## src/rtl/mram_access_arbiter.sv

```systemverilog
// Two-port round-robin arbiter that runs one MRAM controller frame per grant,
// feeding address/write data serially and assembling serial read data into a word.
module mram_access_arbiter #(
  parameter int WR_FRAME     = 22,
  parameter int RD_FRAME     = 40,
  parameter int RD_CAP_START = 24
) (
  input  logic        clk,
  input  logic        rst_n,
  input  logic        req0,
  input  logic [2:0]  op0,
  input  logic [19:0] addr0,
  input  logic [15:0] wdata0,
  input  logic        req1,
  input  logic [2:0]  op1,
  input  logic [19:0] addr1,
  input  logic [15:0] wdata1,
  output logic        gnt0,
  output logic        gnt1,
  output logic        done0,
  output logic        done1,
  output logic [15:0] rdata,
  output logic        ctrl_rst,
  output logic [2:0]  ctrl_sel,
  output logic        ser_addr_bit,
  output logic        ser_data_bit,
  input  logic        mram_rx_bit
);

  localparam int MAX_FRAME = (RD_FRAME > WR_FRAME) ? RD_FRAME : WR_FRAME;
  localparam int FW        = $clog2(MAX_FRAME);
  localparam logic [FW-1:0] WR_LAST   = FW'(WR_FRAME - 1);
  localparam logic [FW-1:0] RD_LAST   = FW'(RD_FRAME - 1);
  localparam logic [FW-1:0] CAP_FIRST = FW'(RD_CAP_START);
  localparam logic [FW-1:0] ONE       = FW'(1);
  localparam logic [FW-1:0] ADDR_END  = FW'(20);
  localparam logic [FW-1:0] DATA_END  = FW'(16);

  typedef enum logic [1:0] {S_IDLE = 2'd0, S_FRAME = 2'd1, S_DONE = 2'd2} state_t;

  state_t        r_state, w_state_nxt;
  logic [FW-1:0] r_f, w_f_nxt;
  logic          r_hold, w_hold_nxt;
  logic          r_ptr, r_port;
  logic [2:0]    r_op;
  logic [19:0]   r_addr_sh;
  logic [15:0]   r_wdata_sh, r_cap, r_rdata;
  logic          r_gnt0, r_gnt1, r_done0, r_done1;
  logic          r_ctrl_rst, r_ser_addr, r_ser_data;
  logic [2:0]    r_ctrl_sel;

  logic          w_any, w_win, w_port_nxt, w_in_frame, w_done_nxt;
  logic [2:0]    w_win_op, w_op_nxt, w_ctrl_sel;
  logic [19:0]   w_win_addr;
  logic [15:0]   w_win_wdata, w_cap_full, w_rdata_nxt;
  logic [FW-1:0] w_last_f;
  logic          w_addr_shift, w_data_shift, w_capture, w_rd_done;

  // Round robin: on contention the pointer decides, a lone requester always wins.
  assign w_any       = req0 | req1;
  assign w_win       = (req0 & req1) ? r_ptr : req1;
  assign w_win_op    = w_win ? op1    : op0;
  assign w_win_addr  = w_win ? addr1  : addr0;
  assign w_win_wdata = w_win ? wdata1 : wdata0;
  assign w_last_f    = r_op[0] ? WR_LAST : RD_LAST;

  always_ff @(posedge clk or negedge rst_n) begin
    if (!rst_n) begin
      r_state <= S_IDLE;
      r_f     <= '0;
      r_hold  <= 1'b0;
    end else begin
      // NOTE: non-blocking assignments so every register samples pre-edge values.
      r_state <= w_state_nxt;
      r_f     <= w_f_nxt;
      r_hold  <= w_hold_nxt;
    end
  end

  always_comb begin
    // NOTE: defaults first so no path leaves a signal unassigned (no latches).
    w_state_nxt = r_state;
    w_f_nxt     = r_f;
    w_hold_nxt  = 1'b0;
    case (r_state)
      S_IDLE: begin
        if (w_any) begin
          if (w_win_op[2:1] == 2'b00) begin
            w_state_nxt = S_DONE;
            w_hold_nxt  = 1'b1;
          end else begin
            w_state_nxt = S_FRAME;
            w_f_nxt     = '0;
          end
        end
      end
      S_FRAME: begin
        if (r_f == w_last_f) w_state_nxt = S_DONE;
        else                 w_f_nxt     = r_f + ONE;
      end
      S_DONE:  w_state_nxt = r_hold ? S_DONE : S_IDLE;
      default: w_state_nxt = S_IDLE;
    endcase
  end

  // Outputs are computed from the next state so that they can be registered.
  always_comb begin
    w_port_nxt   = (r_state == S_IDLE) ? w_win    : r_port;
    w_op_nxt     = (r_state == S_IDLE) ? w_win_op : r_op;
    w_in_frame   = (w_state_nxt == S_FRAME);
    w_done_nxt   = (w_state_nxt == S_DONE) && !w_hold_nxt;
    w_ctrl_sel   = w_in_frame ? w_op_nxt : 3'b000;
    w_addr_shift = w_in_frame && (w_f_nxt >= ONE) && (w_f_nxt <= ADDR_END);
    w_data_shift = w_in_frame && r_op[0] && (w_f_nxt >= ONE) && (w_f_nxt <= DATA_END);
    w_capture    = (r_state == S_FRAME) && !r_op[0] && (r_f >= CAP_FIRST);
    w_rd_done    = (r_state == S_FRAME) && (w_state_nxt == S_DONE) && !r_op[0];
    w_cap_full   = {r_cap[14:0], mram_rx_bit};
    case (r_op[2:1])
      2'b11:   w_rdata_nxt = w_cap_full;
      2'b01:   w_rdata_nxt = {8'h00, w_cap_full[15:8]};
      2'b10:   w_rdata_nxt = {w_cap_full[15:8], 8'h00};
      default: w_rdata_nxt = r_rdata;
    endcase
  end

  always_ff @(posedge clk or negedge rst_n) begin
    if (!rst_n) begin
      r_ptr      <= 1'b0;
      r_port     <= 1'b0;
      r_op       <= 3'b000;
      r_addr_sh  <= '0;
      r_wdata_sh <= '0;
      r_cap      <= '0;
      r_rdata    <= '0;
      r_gnt0     <= 1'b0;
      r_gnt1     <= 1'b0;
      r_done0    <= 1'b0;
      r_done1    <= 1'b0;
      r_ctrl_rst <= 1'b1;
      r_ctrl_sel <= 3'b000;
      r_ser_addr <= 1'b0;
      r_ser_data <= 1'b0;
    end else begin
      if (r_state == S_IDLE && w_any) begin
        r_port     <= w_win;
        r_op       <= w_win_op;
        r_addr_sh  <= w_win_addr;
        r_wdata_sh <= w_win_wdata;
      end else begin
        if (w_addr_shift) r_addr_sh  <= {r_addr_sh[18:0], 1'b0};
        if (w_data_shift) r_wdata_sh <= {r_wdata_sh[14:0], 1'b0};
      end
      if (r_state == S_DONE && !r_hold) r_ptr <= ~r_port;
      if (w_capture) r_cap   <= w_cap_full;
      if (w_rd_done) r_rdata <= w_rdata_nxt;
      r_gnt0     <= (w_state_nxt != S_IDLE) && !w_port_nxt;
      r_gnt1     <= (w_state_nxt != S_IDLE) &&  w_port_nxt;
      r_done0    <= w_done_nxt && !w_port_nxt;
      r_done1    <= w_done_nxt &&  w_port_nxt;
      r_ctrl_rst <= !w_in_frame;
      r_ctrl_sel <= w_ctrl_sel;
      r_ser_addr <= w_addr_shift && r_addr_sh[19];
      r_ser_data <= w_data_shift && r_wdata_sh[15];
    end
  end

  assign gnt0         = r_gnt0;
  assign gnt1         = r_gnt1;
  assign done0        = r_done0;
  assign done1        = r_done1;
  assign rdata        = r_rdata;
  assign ctrl_rst     = r_ctrl_rst;
  assign ctrl_sel     = r_ctrl_sel;
  assign ser_addr_bit = r_ser_addr;
  assign ser_data_bit = r_ser_data;

endmodule
```

## config.mk

```make
export PLATFORM = sky130hd
export DESIGN_NAME = mram_access_arbiter
export DESIGN_NICKNAME = d
export VERILOG_FILES = /design/src/rtl/mram_access_arbiter.sv
export SDC_FILE = /design/constraint.sdc
export NUM_CORES = 1
export LEC_CHECK = 0
export CORE_ASPECT_RATIO = 1.25
export CORE_UTILIZATION = 54
export DETAILED_ROUTE_END_ITERATION = 12
export GPL_TIMING_DRIVEN = 0
export PLACE_DENSITY_LB_ADDON = 0.2
export SLEW_MARGIN = 20
export SYNTH_ARGS = -nofsm -noshare
export SYNTH_HDL_FRONTEND = slang
export SYNTH_SLANG_ARGS = --single-unit
```

## constraint.sdc

```tcl
create_clock -name clk -period 7.12 [get_ports clk]
set_input_delay 1.068 -clock clk [delete_from_list [all_inputs] [get_ports clk]]
set_output_delay 1.068 -clock clk [all_outputs]
set_load 0.02 [all_outputs]
```

After elaboration in Yosys (flattened, before gate mapping)
Index checks and enable logic that the tools add are counted.
{"block": "word_totals", "word_cells": 89, "in_bits": 83, "output_inout_bits": 26, "register_bits": 91}
{"block": "op_classes", "addsub": 1, "muxes": 25, "n_bitwise": 3, "n_lt_le_gt_ge": 4, "n_eq_ne": 8, "reduce_logical": 30}
{"operator": "$mux 20", "count": 3}
{"operator": "$mux 16", "count": 3}
{"operator": "$pmux 16 s3", "count": 1}
{"operator": "$mux 6", "count": 4}
{"operator": "$logic_and 1x1->1", "count": 18}
{"operator": "$le 6x5->1 const B", "count": 2}
{"operator": "$pmux 6 s2", "count": 1}
{"operator": "$mux 3", "count": 3}
{"operator": "$eq 2x2->1 const B", "count": 4}
{"operator": "$mux 2", "count": 4}
{"operator": "$add 6x1->6 const B", "count": 1}
{"operator": "$eq 2x1->1 const B", "count": 3}
{"operator": "$eq 6x6->1", "count": 1}
{"operator": "$ge 6x1->1 const B", "count": 1}
{"operator": "$ge 6x5->1 const B", "count": 1}
{"operator": "$pmux 2 s3", "count": 1}
{"operator": "$reduce_bool 2->1", "count": 3}
{"operator": "$logic_not 1->1", "count": 5}
{"operator": "$mux 1", "count": 5}
{"operator": "$logic_not 2->1", "count": 2}
{"operator": "$reduce_bool 3->1", "count": 1}
{"operator": "$reduce_and 2->1", "count": 1}
{"operator": "$and 1x1->1", "count": 1}
{"operator": "$not 1->1", "count": 1}
{"operator": "$or 1x1->1", "count": 1}

Logic depth before layout (Yosys ltp)
{"block": "depth", "word_depth": 13, "depth_mapped": 12, "mapped_depth_nobuf": 7}

Worst setup path after synthesis
No wires, ideal clock.
{"block": "synth_path", "path_type": "input to register", "start": "in req0", "end": "reg r_wdata_sh[10]", "t_arrival_ns": 2.950, "slack_ns": 4.026, "setup_time_ns": 0.144, "stages": 9, "t_required_ns": 6.976, "cell_sequence": "nand2b_1 a211o_1 a32oi_2 a222oi_1 a31oi_1 o21a_1 buf_6 buf_8 o221ai_2"}
{"block": "synth_between", "elab_chain_cells": 12}
{"element": "start: declaration", "line_no": "10", "rtl": "input logic req0,"}
{"element": "branches (longest 12 deep; another with $ge 6x1->1)"}
{"element": "end signal: assignment", "line_no": "148", "rtl": "r_wdata_sh <= w_win_wdata;"}
{"element": "end signal: assignment", "line_no": "151", "rtl": "if (w_data_shift) r_wdata_sh <= {r_wdata_sh[14:0], 1'b0};"}
{"element": "end: declaration", "line_no": "47", "rtl": "logic [15:0] r_wdata_sh, r_cap, r_rdata;"}
Parallel ways; which one is timed is not known.
A chain may end at the register's enable or synchronous reset.

Worst setup path after layout
Ends and elaborated chain as after synthesis.

==> impl_metrics.env <==
export IMPL_final_core_util=0.736
export IMPL_finalSetupViolations=0
export IMPL_met1Wirelength_um=4280
export IMPL_fin_nets=698
export IMPL_start_util=0.566
export IMPL_drc=0
export IMPL_slew_headroom=0.475
export IMPL_seqPwrFrac=0.350
export IMPL_p_sw_uw=990
export IMPL_clock_sinks=91
export IMPL_whs_path_depth=2
export IMPL_pwr_share_clk=0.147
export IMPL_synthCells=490
export IMPL_cts_buffers=9
export IMPL_ant_nets=0
export IMPL_grt_pass1_vias=4059
export IMPL_ctsHoldBuffers=0
export IMPL_max_stage_delay_ps=540
export IMPL_min_path_type="reg -> reg"
export IMPL_min_period_over_period=0.531
export IMPL_synth_top_area_share=0.478
export IMPL_finalClockSkew_ps=12.0
export IMPL_critPathLaunchType="primary input"
export IMPL_clk_pin_slew_ps=100
export IMPL_synthesis_area_sq_mm=0.00471
export IMPL_top_layer="met4"
export IMPL_root_buffer="clkbuf_8"
export IMPL_p_sw_frac=0.427
export IMPL_cp_max_fo=10
export IMPL_avgRoutedWirePerCell_um=15.2
export IMPL_path_class="in -> reg"
export IMPL_drt_iter0_markers=227
export IMPL_drv_cap=0
export IMPL_cp_slowest_cell="clkdlybuf4s50_1"
export IMPL_tritoncts="done"
export IMPL_grt_overflow_total=0
export IMPL_crit_arrival_ps=4010
export IMPL_hold_violations=0
export IMPL_worst_pin_slew_ps=782
export IMPL_rr_worst_depth=9
export IMPL_required_ps=7340
export IMPL_gp_congestion=0.864
export IMPL_via_per_inst=5.69
export IMPL_yosysUniqueCellTypes=48
export IMPL_crit_path_end_kind="register"
export IMPL_final_cell_mix="clkdlybuf4s50_1 (107), dfrtp_1 (90), nand2_1 (54), nor2_1 (49), o211ai_1 (34)"
export IMPL_r2r_start="r_state[0]"
export IMPL_fill_cells=630
export IMPL_p_int_mw=1.33
export IMPL_dieHeight_um=106
export IMPL_io_buffers=108
export IMPL_syn_to_final_growth_pct=30.2
export IMPL_finalSetupTns_ps=0
export IMPL_layout_min_cycle_time_ps=3780
export IMPL_layout_drive_gt1_share=0.0846
export IMPL_htreeDepth=3
export IMPL_p_leak_nw=2.67
export IMPL_io_pins=109
export IMPL_synth_async_reset_ratio=1.00
export IMPL_n_antenna_cell=0
export IMPL_vias=4051
export IMPL_grt_max_degree=60
export IMPL_cts_post_setup_buffers_inserted=0
export IMPL_holdPathEnd="rdata[10]"
export IMPL_cts_max_path_buffers=2
export IMPL_rsz0062_at_grt="no"
export IMPL_post_place_ws_ps=3000
export IMPL_ys_top_cells_by_area="dfrtp_1 (48%), o211ai_1 (5.4%), mux2i_1 (4.5%), nand2_1 (4.3%), nor2_1 (3.9%)"
export IMPL_synth_avg_cell_area_sq_um=9.62
export IMPL_setup_ws_ps=3340
export IMPL_synth_warnings=0
export IMPL_postPlaceCellArea_sq_mm=0.00594
export IMPL_cp_startpoint="req0"
export IMPL_routed_wl_um=10800
export IMPL_synth_edff_count=0
export IMPL_antenna_found_initial=0
export IMPL_post_cts_resize_count=0
export IMPL_die_w_um=85.6
export IMPL_met2_wirelength_um=5820
export IMPL_drt_pass1_iterations=4
export IMPL_yosysSeqAreaShare=0.483
export IMPL_row_count=37
export IMPL_met3_length_um=522
export IMPL_slew_viol_final=0
export IMPL_vdd_drop_max_mv=0.198
export IMPL_layout_commonest_cell="clkdlybuf4s50_1"
export IMPL_combPwrFrac=0.503
export IMPL_dpl_hpwl_um=8280
export IMPL_r2r_end="r_wdata_sh[6]"
export IMPL_yosys_area_top_type="dfrtp_1"
export IMPL_ys_ff_latch=91
export IMPL_synthFlopType="dfrtp_1"
export IMPL_fmax_ghz=0.264
export IMPL_dieArea_sq_mm=0.00911
export IMPL_fin_area_sq_mm=0.00614
export IMPL_synth_fp_nets=578
export IMPL_grt_pass1_wl_um=18400
export IMPL_status="finished, final reports clean"
export IMPL_grt_usage=0.258
export IMPL_core_sq_mm=0.00833
export IMPL_cp_cell_sequence="clkdlybuf4s50_1 -> nand2b_1 -> a211o_1 -> a32oi_2 -> a222oi_1 -> a31oi_1 -> o21a_1 -> buf_6 -> buf_8 -> o221ai_2"
export IMPL_r2r_slack_ps=3990
export IMPL_insertion_delay_ps=370
export IMPL_hold_start="rdata[10]"
export IMPL_power_density_mw_per_mm2=378
layout make-up:
type	instances	area, sq um	share of cell area
repair buffers	109	1110	0.180
clock buffers	10	138	0.0224
well taps	97	121	0.0198
flip-flops and latches	91	2280	0.371
clock inverters	6	57.6	0.00938
multi-input cells	334	2160	0.353
inverters	29	109	0.0177
plain buffers	36	161	0.0263
how the worst max path moves through the flow:
| stage | endpoint | slack [ps] | cells after the start |
|---|---|---|---|
| after global routing | r_wdata_sh[6] | 3130 | 9 |
| after detailed placement | r_wdata_sh[10] | 3000 | 10 |
| after floorplan | r_wdata_sh[10] | 4030 | 9 |
| final | r_wdata_sh[10] | 3340 | 10 |
| after global placement | r_addr_sh[5] | 1800 | 1 |
| after CTS | r_wdata_sh[10] | 3350 | 10 |
stage by stage:
stage                     hold slack [ps]  std cells  total power, mW
after floorplan                       453        490             1.64
after global placement                461        695             1.94
after detailed placement              469        696             1.99
after CTS                             492        712             2.33
after global routing                  517        712             2.50
final                                 487        712             2.32
critical path: cells and delay by family:
| family | cells | cell delay (ps) |
|---|---|---|
| AO/OA/AOI/OAI | 6 | 1980 |
| buffers and inverters | 3 | 830 |
| AND/OR/NAND/NOR | 1 | 130 |
per-layer routing:
layer / vias to the layer above / track usage
li1: 1982 / -
met2: 120 / 0.461
met5: - / 0
met3: 13 / 0.0427
met1: 1936 / 0.299
met4: 0 / 0.120
power groups by stage:
stage | clock network, mW | logic, mW | registers (mW)
after detailed placement | 0 | 1.17 | 0.818
after CTS | 0.346 | 1.17 | 0.811
final | 0.341 | 1.17 | 0.813
after global routing | 0.364 | 1.30 | 0.835
after floorplan | 0 | 0.817 | 0.822
after global placement | 0 | 1.13 | 0.811
sequential cells by signal, indices dropped and copies added, names as in the netlist, 2 cells and up:
signal,cells
r_f,6
r_addr_sh,20
rdata,16
ctrl_sel,3
r_op,3
r_wdata_sh,16
r_cap,15
r_state,2
cell usage after synthesis (all sizes together) (4+ instances only):
master and count:
ha 5, dfrtp 90, o211ai 34, inv 29, a211oi 4, a31oi 4, buf 10, nand2 54
nor2b 12, o21ai 25, or3 19, mux2i 21, clkbuf 26, nand2b 4, mux2 15, a21oi 13
nand4 20, and2 6, nor2 49, o221ai 15, nand3 4
cells by family (layout without fill, tap and decap cells):
| group | Yosys count | count (layout) | share of synthesized area |
|---|---|---|---|
| compound gates | 114 | 114 | 0.181 |
| flops | 91 | 91 | 0.483 |
| mux | 36 | 36 | 0.0804 |
| simple gates | 179 | 179 | 0.184 |
| fa+ha+maj | 5 | 5 | 0.0133 |
| buf+inv | 65 | 190 | 0.0573 |
(Power assumes the default switching activity.)
